--- src/rtl/cla_seq_wide_adder_if.sv ---
// Handshake bundle for cla_seq_wide_adder: operand request channel and result channel.
// The sub request bit exists only when CLA_SEQ_SUB_EN is defined.
interface cla_seq_wide_adder_if #(
    parameter int W = 64
);
    logic         in_valid;
    logic         in_ready;
    logic [W-1:0] a;
    logic [W-1:0] b;
    logic         c_in;
`ifdef CLA_SEQ_SUB_EN
    logic         sub;
`endif
    logic         out_valid;
    logic         out_ready;
    logic [W-1:0] s_out;
    logic         c_out;
    logic         busy;

    modport master (
        output in_valid, a, b, c_in,
`ifdef CLA_SEQ_SUB_EN
        output sub,
`endif
        output out_ready,
        input  in_ready, out_valid, s_out, c_out, busy
    );

    modport slave (
        input  in_valid, a, b, c_in,
`ifdef CLA_SEQ_SUB_EN
        input  sub,
`endif
        input  out_ready,
        output in_ready, out_valid, s_out, c_out, busy
    );
endinterface

--- src/rtl/cla_seq_wide_adder.sv ---
// Multi-cycle wide adder: one SLICE-bit add-with-carry per cycle, LSB slice first.
// Optional macro CLA_SEQ_SUB_EN adds a sub request bit (a - b via ~b and carry-in 1).
module cla_seq_wide_adder #(
    parameter int SLICE = 16,
    parameter int WORDS = 4
) (
    input logic                 clk,
    input logic                 rst,
    cla_seq_wide_adder_if.slave bus
);
    localparam int W  = SLICE * WORDS;
    localparam int CW = (WORDS > 1) ? $clog2(WORDS) : 1;

    typedef enum logic [1:0] {
        IDLE,
        RUN,
        DONE
    } state_t;

    state_t        state;
    logic [W-1:0]  a_reg;
    logic [W-1:0]  b_reg;
    logic [W-1:0]  result;
    logic [W-1:0]  result_next;
    logic          carry;
    logic [CW-1:0] cnt;
    logic          in_ready_r;
    logic          out_valid_r;
    logic          busy_r;
    logic          c_out_r;
    logic [SLICE:0] slice_sum;

    assign slice_sum = {1'b0, a_reg[SLICE-1:0]} + {1'b0, b_reg[SLICE-1:0]}
                     + {{SLICE{1'b0}}, carry};

    // The new slice enters at the top; after WORDS shifts the sum sits LSB-aligned.
    if (WORDS == 1) begin : g_single
        assign result_next = slice_sum[SLICE-1:0];
    end else begin : g_multi
        assign result_next = {slice_sum[SLICE-1:0], result[W-1:SLICE]};
    end

    // NOTE: sequential state uses non-blocking assignments so every register samples pre-edge values.
    always_ff @(posedge clk) begin
        if (rst) begin
            state       <= IDLE;
            in_ready_r  <= 1'b1;
            out_valid_r <= 1'b0;
            busy_r      <= 1'b0;
            result      <= '0;
            c_out_r     <= 1'b0;
            cnt         <= '0;
            carry       <= 1'b0;
        end else begin
            case (state)
                IDLE: begin
                    if (bus.in_valid) begin
                        a_reg      <= bus.a;
                        cnt        <= '0;
`ifdef CLA_SEQ_SUB_EN
                        b_reg      <= bus.sub ? ~bus.b : bus.b;
                        carry      <= bus.sub ? 1'b1 : bus.c_in;
`else
                        b_reg      <= bus.b;
                        carry      <= bus.c_in;
`endif
                        in_ready_r <= 1'b0;
                        busy_r     <= 1'b1;
                        state      <= RUN;
                    end
                end
                RUN: begin
                    a_reg  <= a_reg >> SLICE;
                    b_reg  <= b_reg >> SLICE;
                    result <= result_next;
                    carry  <= slice_sum[SLICE];
                    cnt    <= cnt + CW'(1);
                    if (cnt == CW'(WORDS - 1)) begin
                        c_out_r     <= slice_sum[SLICE];
                        busy_r      <= 1'b0;
                        out_valid_r <= 1'b1;
                        state       <= DONE;
                    end
                end
                DONE: begin
                    if (bus.out_ready) begin
                        out_valid_r <= 1'b0;
                        in_ready_r  <= 1'b1;
                        state       <= IDLE;
                    end
                end
                default: state <= IDLE;
            endcase
        end
    end

    // NOTE: a_reg/b_reg are left out of reset; they are always loaded on accept before being read.

    assign bus.in_ready  = in_ready_r;
    assign bus.out_valid = out_valid_r;
    assign bus.busy      = busy_r;
    assign bus.s_out     = result;
    assign bus.c_out     = c_out_r;
endmodule

--- src/flat_wrapper.sv ---
// flat-port wrapper written by rule: the top's interface ports become plain ports
module cla_seq_wide_adder_flat 
#(
    parameter int SLICE = 16,
    parameter int WORDS = 4
)
  (clk, rst, bus_in_valid, bus_a, bus_b, bus_c_in, bus_out_ready, bus_in_ready, bus_out_valid, bus_s_out, bus_c_out, bus_busy);
  cla_seq_wide_adder_if #(.W((SLICE * WORDS))) bus_i ();
  input logic clk;
  input logic rst;
  input wire logic [$bits(bus_i.in_valid)-1:0] bus_in_valid;
  input wire logic [$bits(bus_i.a)-1:0] bus_a;
  input wire logic [$bits(bus_i.b)-1:0] bus_b;
  input wire logic [$bits(bus_i.c_in)-1:0] bus_c_in;
  input wire logic [$bits(bus_i.out_ready)-1:0] bus_out_ready;
  output wire logic [$bits(bus_i.in_ready)-1:0] bus_in_ready;
  output wire logic [$bits(bus_i.out_valid)-1:0] bus_out_valid;
  output wire logic [$bits(bus_i.s_out)-1:0] bus_s_out;
  output wire logic [$bits(bus_i.c_out)-1:0] bus_c_out;
  output wire logic [$bits(bus_i.busy)-1:0] bus_busy;
  assign bus_i.in_valid = bus_in_valid;
  assign bus_i.a = bus_a;
  assign bus_i.b = bus_b;
  assign bus_i.c_in = bus_c_in;
  assign bus_i.out_ready = bus_out_ready;
  assign bus_in_ready = bus_i.in_ready;
  assign bus_out_valid = bus_i.out_valid;
  assign bus_s_out = bus_i.s_out;
  assign bus_c_out = bus_i.c_out;
  assign bus_busy = bus_i.busy;
  cla_seq_wide_adder #(.SLICE(SLICE), .WORDS(WORDS)) u_core (.clk(clk), .rst(rst), .bus(bus_i));
endmodule
--- config.mk ---
export PLATFORM = sky130hd
export DESIGN_NAME = cla_seq_wide_adder_flat
export DESIGN_NICKNAME = d
export VERILOG_FILES = /design/src/rtl/cla_seq_wide_adder_if.sv /design/src/rtl/cla_seq_wide_adder.sv /design/src/flat_wrapper.sv
export SDC_FILE = /design/constraint.sdc
export NUM_CORES = 1
export LEC_CHECK = 0
export ABC_AREA = 1
export CAP_MARGIN = 20
export CELL_PAD_IN_SITES_DETAIL_PLACEMENT = 1
export CELL_PAD_IN_SITES_GLOBAL_PLACEMENT = 2
export CORE_UTILIZATION = 27
export DETAILED_ROUTE_END_ITERATION = 16
export PLACE_DENSITY = 0.83
export SYNTH_ARGS = -nofsm -noshare
export SYNTH_HDL_FRONTEND = slang
export SYNTH_SLANG_ARGS = --single-unit
export TNS_END_PERCENT = 100
--- constraint.sdc ---
create_clock -name clk -period 7.9 [get_ports clk]
set_input_delay 1.975 -clock clk [delete_from_list [all_inputs] [get_ports clk]]
set_output_delay 1.975 -clock clk [all_outputs]
set_load 0.1 [all_outputs]
# Word-level counts from Yosys, hierarchy flattened
# Index checks and enable logic that the tools add are counted.
# totals
reg_bits	201
input_bits	133
output_inout_bits	68
elab_cells	52
# op_classes
n_addsub	3
eq_ne	6
mux	21
n_bitwise	1
n_reduce_logical	11
# op_table
cell	count
one-hot mux 64 bit (2 select lines)	2
two-way mux 64 bit	2
adder 16 x 16 -> 17 bit	1
adder 17 x 1 -> 17 bit	1
AND reduction 3 bit	5
two-way mux 2 bit	4
one-hot mux 1 bit (2 select lines)	4
two-way mux 1 bit	7
one-hot mux 2 bit (3 select lines)	1
nonzero test 2 bit	3
== test 2 bit, second input constant	2
!= test 2 bit, second input constant	2
one-hot mux 2 bit (2 select lines)	1
AND reduction 2 bit	2
adder 2 x 1 -> 2 bit, second input constant	1
== test 2 x 1 -> 1 bit, second input constant	1
logical NOT 2 bit	1
!= test 2 x 1 -> 1 bit, second input constant	1
NOT 1 bit	1

# Depth between registers and ports, before layout
# logic_depth
word_depth	3
mapped_depth	12
ltp_nobuf	12

# Worst setup path before layout
# OpenSTA, ideal clock, no wires.
# synth_path
path_type	input port to flip-flop
from	input port rst
to	register u_core.a_reg[0] (enable)
setup_time_ps	616
arrival_ps	7677
t_required_ps	7284
path_slack_ps	-393
path_stages	3
n_path_buf	2
path_cell_list	buf_2 -> clkbuf_1 -> nor2_1
# synth_via
elab_chain_len	2
# synth_lines
element	line_no	source
from (decl)	flat_wrapper.sv:10	input logic rst;
NOT 1 bit (no line)	--	
AND reduction 3 bit (no line)	--	
to (signal assigned)	cla_seq_wide_adder.sv:58	a_reg <= bus.a;
to (signal assigned)	cla_seq_wide_adder.sv:73	a_reg <= a_reg >> SLICE;
to (decl)	cla_seq_wide_adder.sv:21	logic [W-1:0] a_reg;
# Every way passes these cells.
# A chain may end at the register's enable or synchronous reset.

# Worst setup path in the final report
# layout_path
from	input port bus_in_valid
to	register u_core.b_reg[34] (enable)
# layout_via
elab_chain_len	2
# layout_lines
element	line_no	source
from (decl)	flat_wrapper.sv:11	input wire logic [$bits(bus_i.in_valid)-1:0] bus_in_valid;
!= test 2 bit (no line)	--	
AND reduction 3 bit (no line)	--	
to (signal assigned)	cla_seq_wide_adder.sv:64	b_reg <= bus.b;
to (signal assigned)	cla_seq_wide_adder.sv:74	b_reg <= b_reg >> SLICE;
to (decl)	cla_seq_wide_adder.sv:22	logic [W-1:0] b_reg;
# Every way passes these cells.

==> insert_results.sql <==
INSERT INTO impl_metrics (metric_group, metric, value, unit) VALUES
('outcome', 'run_status', 'completed', ''),
('setup_path', 'timing.critical_path.arrival', '4.40', 'ns'),
('logic_synthesis', 'syn-cell-area', '0.008896', 'mm^2'),
('pwr', 'seq_power_share', '40.8', '%'),
('min_path', 'worstHoldEndpoint', 'u_core.bus.in_ready', ''),
('logic_synthesis', 'synth_seq_area_share', '59.63', '%'),
('placement', 'dp_worst_setup_slack', '3.045', 'ns'),
('setup_path', 'critPathCaptureType', 'flop', ''),
('placement', 'port_buffers', '200', ''),
('logic_synthesis', 'yosysWarningCount', '0', ''),
('global_routing', 'globalRoute.totalOverflow', '0', ''),
('setup_path', 'rr_endpoint', 'u_core.b_reg[1]', ''),
('global_routing', 'grt_pass1_wl', '37460', 'um'),
('clock_tree', 'number_of_buffers_between_clock_root_and_the_deepest_sink', '3', ''),
('sta', 'rsz0062_at_grt', 'false', ''),
('detailed_routing', 'routedWlPerCell', '13.90', 'um'),
('floorplan', 'dieWidth', '183.5', 'um'),
('setup_path', 'crit_top_cell', 'nor2_1', ''),
('detailed_routing', 'drt-pass1-iter-count', '4', ''),
('logic_synthesis', 'synth_cell_type_count', '28', ''),
('final_layout', 'antenna_diode_count', '0', ''),
('logic_synthesis', 'synth_async_sr_flop_share', '0', '%'),
('clock_tree', 'clkSinkCount', '201', ''),
('logic_synthesis', 'post_synth_inst_count', '1031', ''),
('logic_synthesis', 'synth_common_cells', '382 x nand2_1, 168 x nor2_1, 128 x edfxtp_1, 91 x inv_1, 73 x dfxtp_1', ''),
('min_path', 'hold_path.class', 'reg -> reg', ''),
('setup_path', 'worst_setup_path_startpoint', 'bus_in_valid', ''),
('flow_run', 'maxCapViolations', '0', ''),
('pwr', 'cellPowerDensity', '261.1', 'mW/mm^2'),
('floorplan', 'fp.dieArea', '0.03368', 'mm^2'),
('pwr', 'power.net_switching', '1.013', 'mW'),
('clock_tree', 'cts_repair_resize_count', '0', ''),
('sta', 'clock.fmax', '235.3', 'MHz'),
('final_layout', 'layout-area-overhead-vs-synth', '35.53', '%'),
('clock_tree', 'numCtsBuffers', '24', ''),
('setup_path', 'r2r-start', 'u_core.state[0]', ''),
('floorplan', 'std_cell_rows', '66', ''),
('logic_synthesis', 'syn-num-nets', '1182', ''),
('detailed_routing', 'wirelength', '23310', 'um'),
('pwr', 'clock_power_share', '35.3', '%'),
('sta', 'timing.final.setup_violations', '0', ''),
('logic_synthesis', 'most_instantiated_library_cell_after_synthesis', 'nand2_1', ''),
('pwr', 'power_switching_share', '32.18', '%'),
('sta', 'timing_hold_violations_final', '0', ''),
('setup_path', 'critical_path_buf_inv_count', '3', ''),
('detailed_routing', 'drt-vias-per-instance', '4.204', ''),
('detailed_routing', 'route.vias.total', '7050', ''),
('clock_tree', 'cts_hold_buf', '0', ''),
('logic_synthesis', 'post_synth_main_area_contributors', 'edfxtp_1 43%, dfxtp_1 16%, nand2_1 16%', ''),
('logic_synthesis', 'synth_enable_flop_cells', '128', ''),
('logic_synthesis', 'synthFlopType', 'edfxtp_1', ''),
('pwr', 'power.share.combinational', '23.9', '%'),
('pwr', 'internal-power', '2.135', 'mW'),
('detailed_routing', 'antenna_left', '0', ''),
('logic_synthesis', 'synthDominantCellAreaShare', '43.21', '%'),
('setup_path', 'cp_cell_sequence', 'clkdlybuf4s50_1 -> nor2_1 -> nor2_1 -> inv_1 -> nor2_4 -> buf_4', ''),
('clock_tree', 'clkLatencyLatePin', '0.53', 'ns'),
('floorplan', 'fp.dieH', '183.5', 'um'),
('logic_synthesis', 'synth.largest_area_cell', 'edfxtp_1', ''),
('final_layout', 'final_layout_size_suffix_gt1_share', '3.968', '%'),
('setup_path', 'timing.critical_path.slowest_cell_delay', '0.82', 'ns'),
('setup_path', 'critical_path.top_delay_family', 'buffers and inverters', ''),
('sta', 'clock-skew-final', '0.01388', 'ns'),
('sta', 'layout_setup_ws', '3.650', 'ns'),
('sta', 'slew_headroom', '28.82', '%'),
('floorplan', 'initial_core_util', '27.41', '%'),
('setup_path', 'setup.worst_path.class', 'in -> reg', ''),
('pwr', 'static-leakage-power', '5.317', 'nW'),
('global_routing', 'via_count_of_the_first_global_routing_pass', '7253', ''),
('setup_path', 'r2r_setup_slack', '4.99', 'ns'),
('clock_tree', 'cts_htree_levels', '1', '');
[metal layers]
layer  wire length (um)  GRT usage, %
met3               2165         5.309
met1              10190         17.19
met5                 38             0
met4                313         3.533
met2              10610         23.06
[power by group through the flow]
stage / clock network [mW] / registers [mW] / logic (mW)
final: 1.11 / 1.29 / 0.752
after global routing: 1.18 / 1.30 / 0.821
after CTS: 1.15 / 1.29 / 0.764
after detailed placement: 0 / 1.31 / 0.761
after global placement: 0 / 1.31 / 0.750
after floorplan: 0 / 1.56 / 0.276
[cell type report]
class / count / area (um^2)
Inverter: 94 / 355.3
Tap cell: 442 / 553.0
Clock inverter: 8 / 71.32
Multi-Input combinational cell: 690 / 2983
Fill cell: 3819 / 20400
Timing Repair Buffer: 206 / 2047
Clock buffer: 36 / 742.0
Sequential cell: 201 / 5305
[layout by cell type, fill, tap and decap left out, drive strengths merged]
| master | count |
|---|---|
| o21a | 2 |
| o21bai | 1 |
| nand2 | 382 |
| nand3b | 1 |
| bufinv | 1 |
| nor3 | 3 |
| xnor2 | 2 |
| inv | 94 |
| nor2 | 169 |
| edfxtp | 128 |
| clkbuf | 36 |
| dfxtp | 73 |
| o211ai | 1 |
| o21ai | 61 |
| ha | 16 |
| nand4 | 1 |
| clkinv | 7 |
| xor2 | 4 |
| buf | 6 |
| nand3 | 25 |
| a21oi | 20 |
| clkdlybuf4s50 | 200 |
| fa | 2 |
[kinds of logic (layout without fill, tap and decap cells)]
group | count (synthesis) | after routing | synth area share [%]
compound gates | 85 | 85 | 4.937
xor+xnor | 6 | 6 | 0.5907
fa+ha+maj | 18 | 18 | 2.700
buf+inv | 140 | 344 | 6.920
flops | 201 | 201 | 59.63
simple gates | 581 | 581 | 25.22
[stage by stage]
| stage | power, mW | hold slack (ns) | utilization, % | instance area [um^2] | cells |
|---|---|---|---|---|---|
| 2_1_floorplan | 1.840 | 0.4283 | - | 8899 | 1031 |
| 3_3_place_gp | 2.056 | 0.4423 | 34.64 | 11240 | 1633 |
| 3_5_place_dp | 2.071 | 0.4370 | 34.64 | 11240 | 1633 |
| 4_1_cts | 3.201 | 0.4559 | 37.15 | 12060 | 1677 |
| 5_1_grt | 3.300 | 0.4974 | 37.15 | 12060 | 1677 |
| 6_report | 3.148 | 0.4510 | 37.15 | 12060 | 1677 |
[worst max-delay path by stage]
stage	endpoint	cells past startpoint
after global placement	u_core.b_reg[33]	6
after CTS	u_core.b_reg[32]	6
after global routing	u_core.b_reg[32]	6
after floorplan	u_core.a_reg[0]	3
final	u_core.b_reg[34]	6
after detailed placement	u_core.b_reg[32]	6
[tightest hold or removal path, stage by stage (launching register included)]
cell     delay (ns)
dfxtp_1        0.31
nand2_1        0.06
nand2_1        0.04
Note: power is estimated with default switching activity, not from simulation.
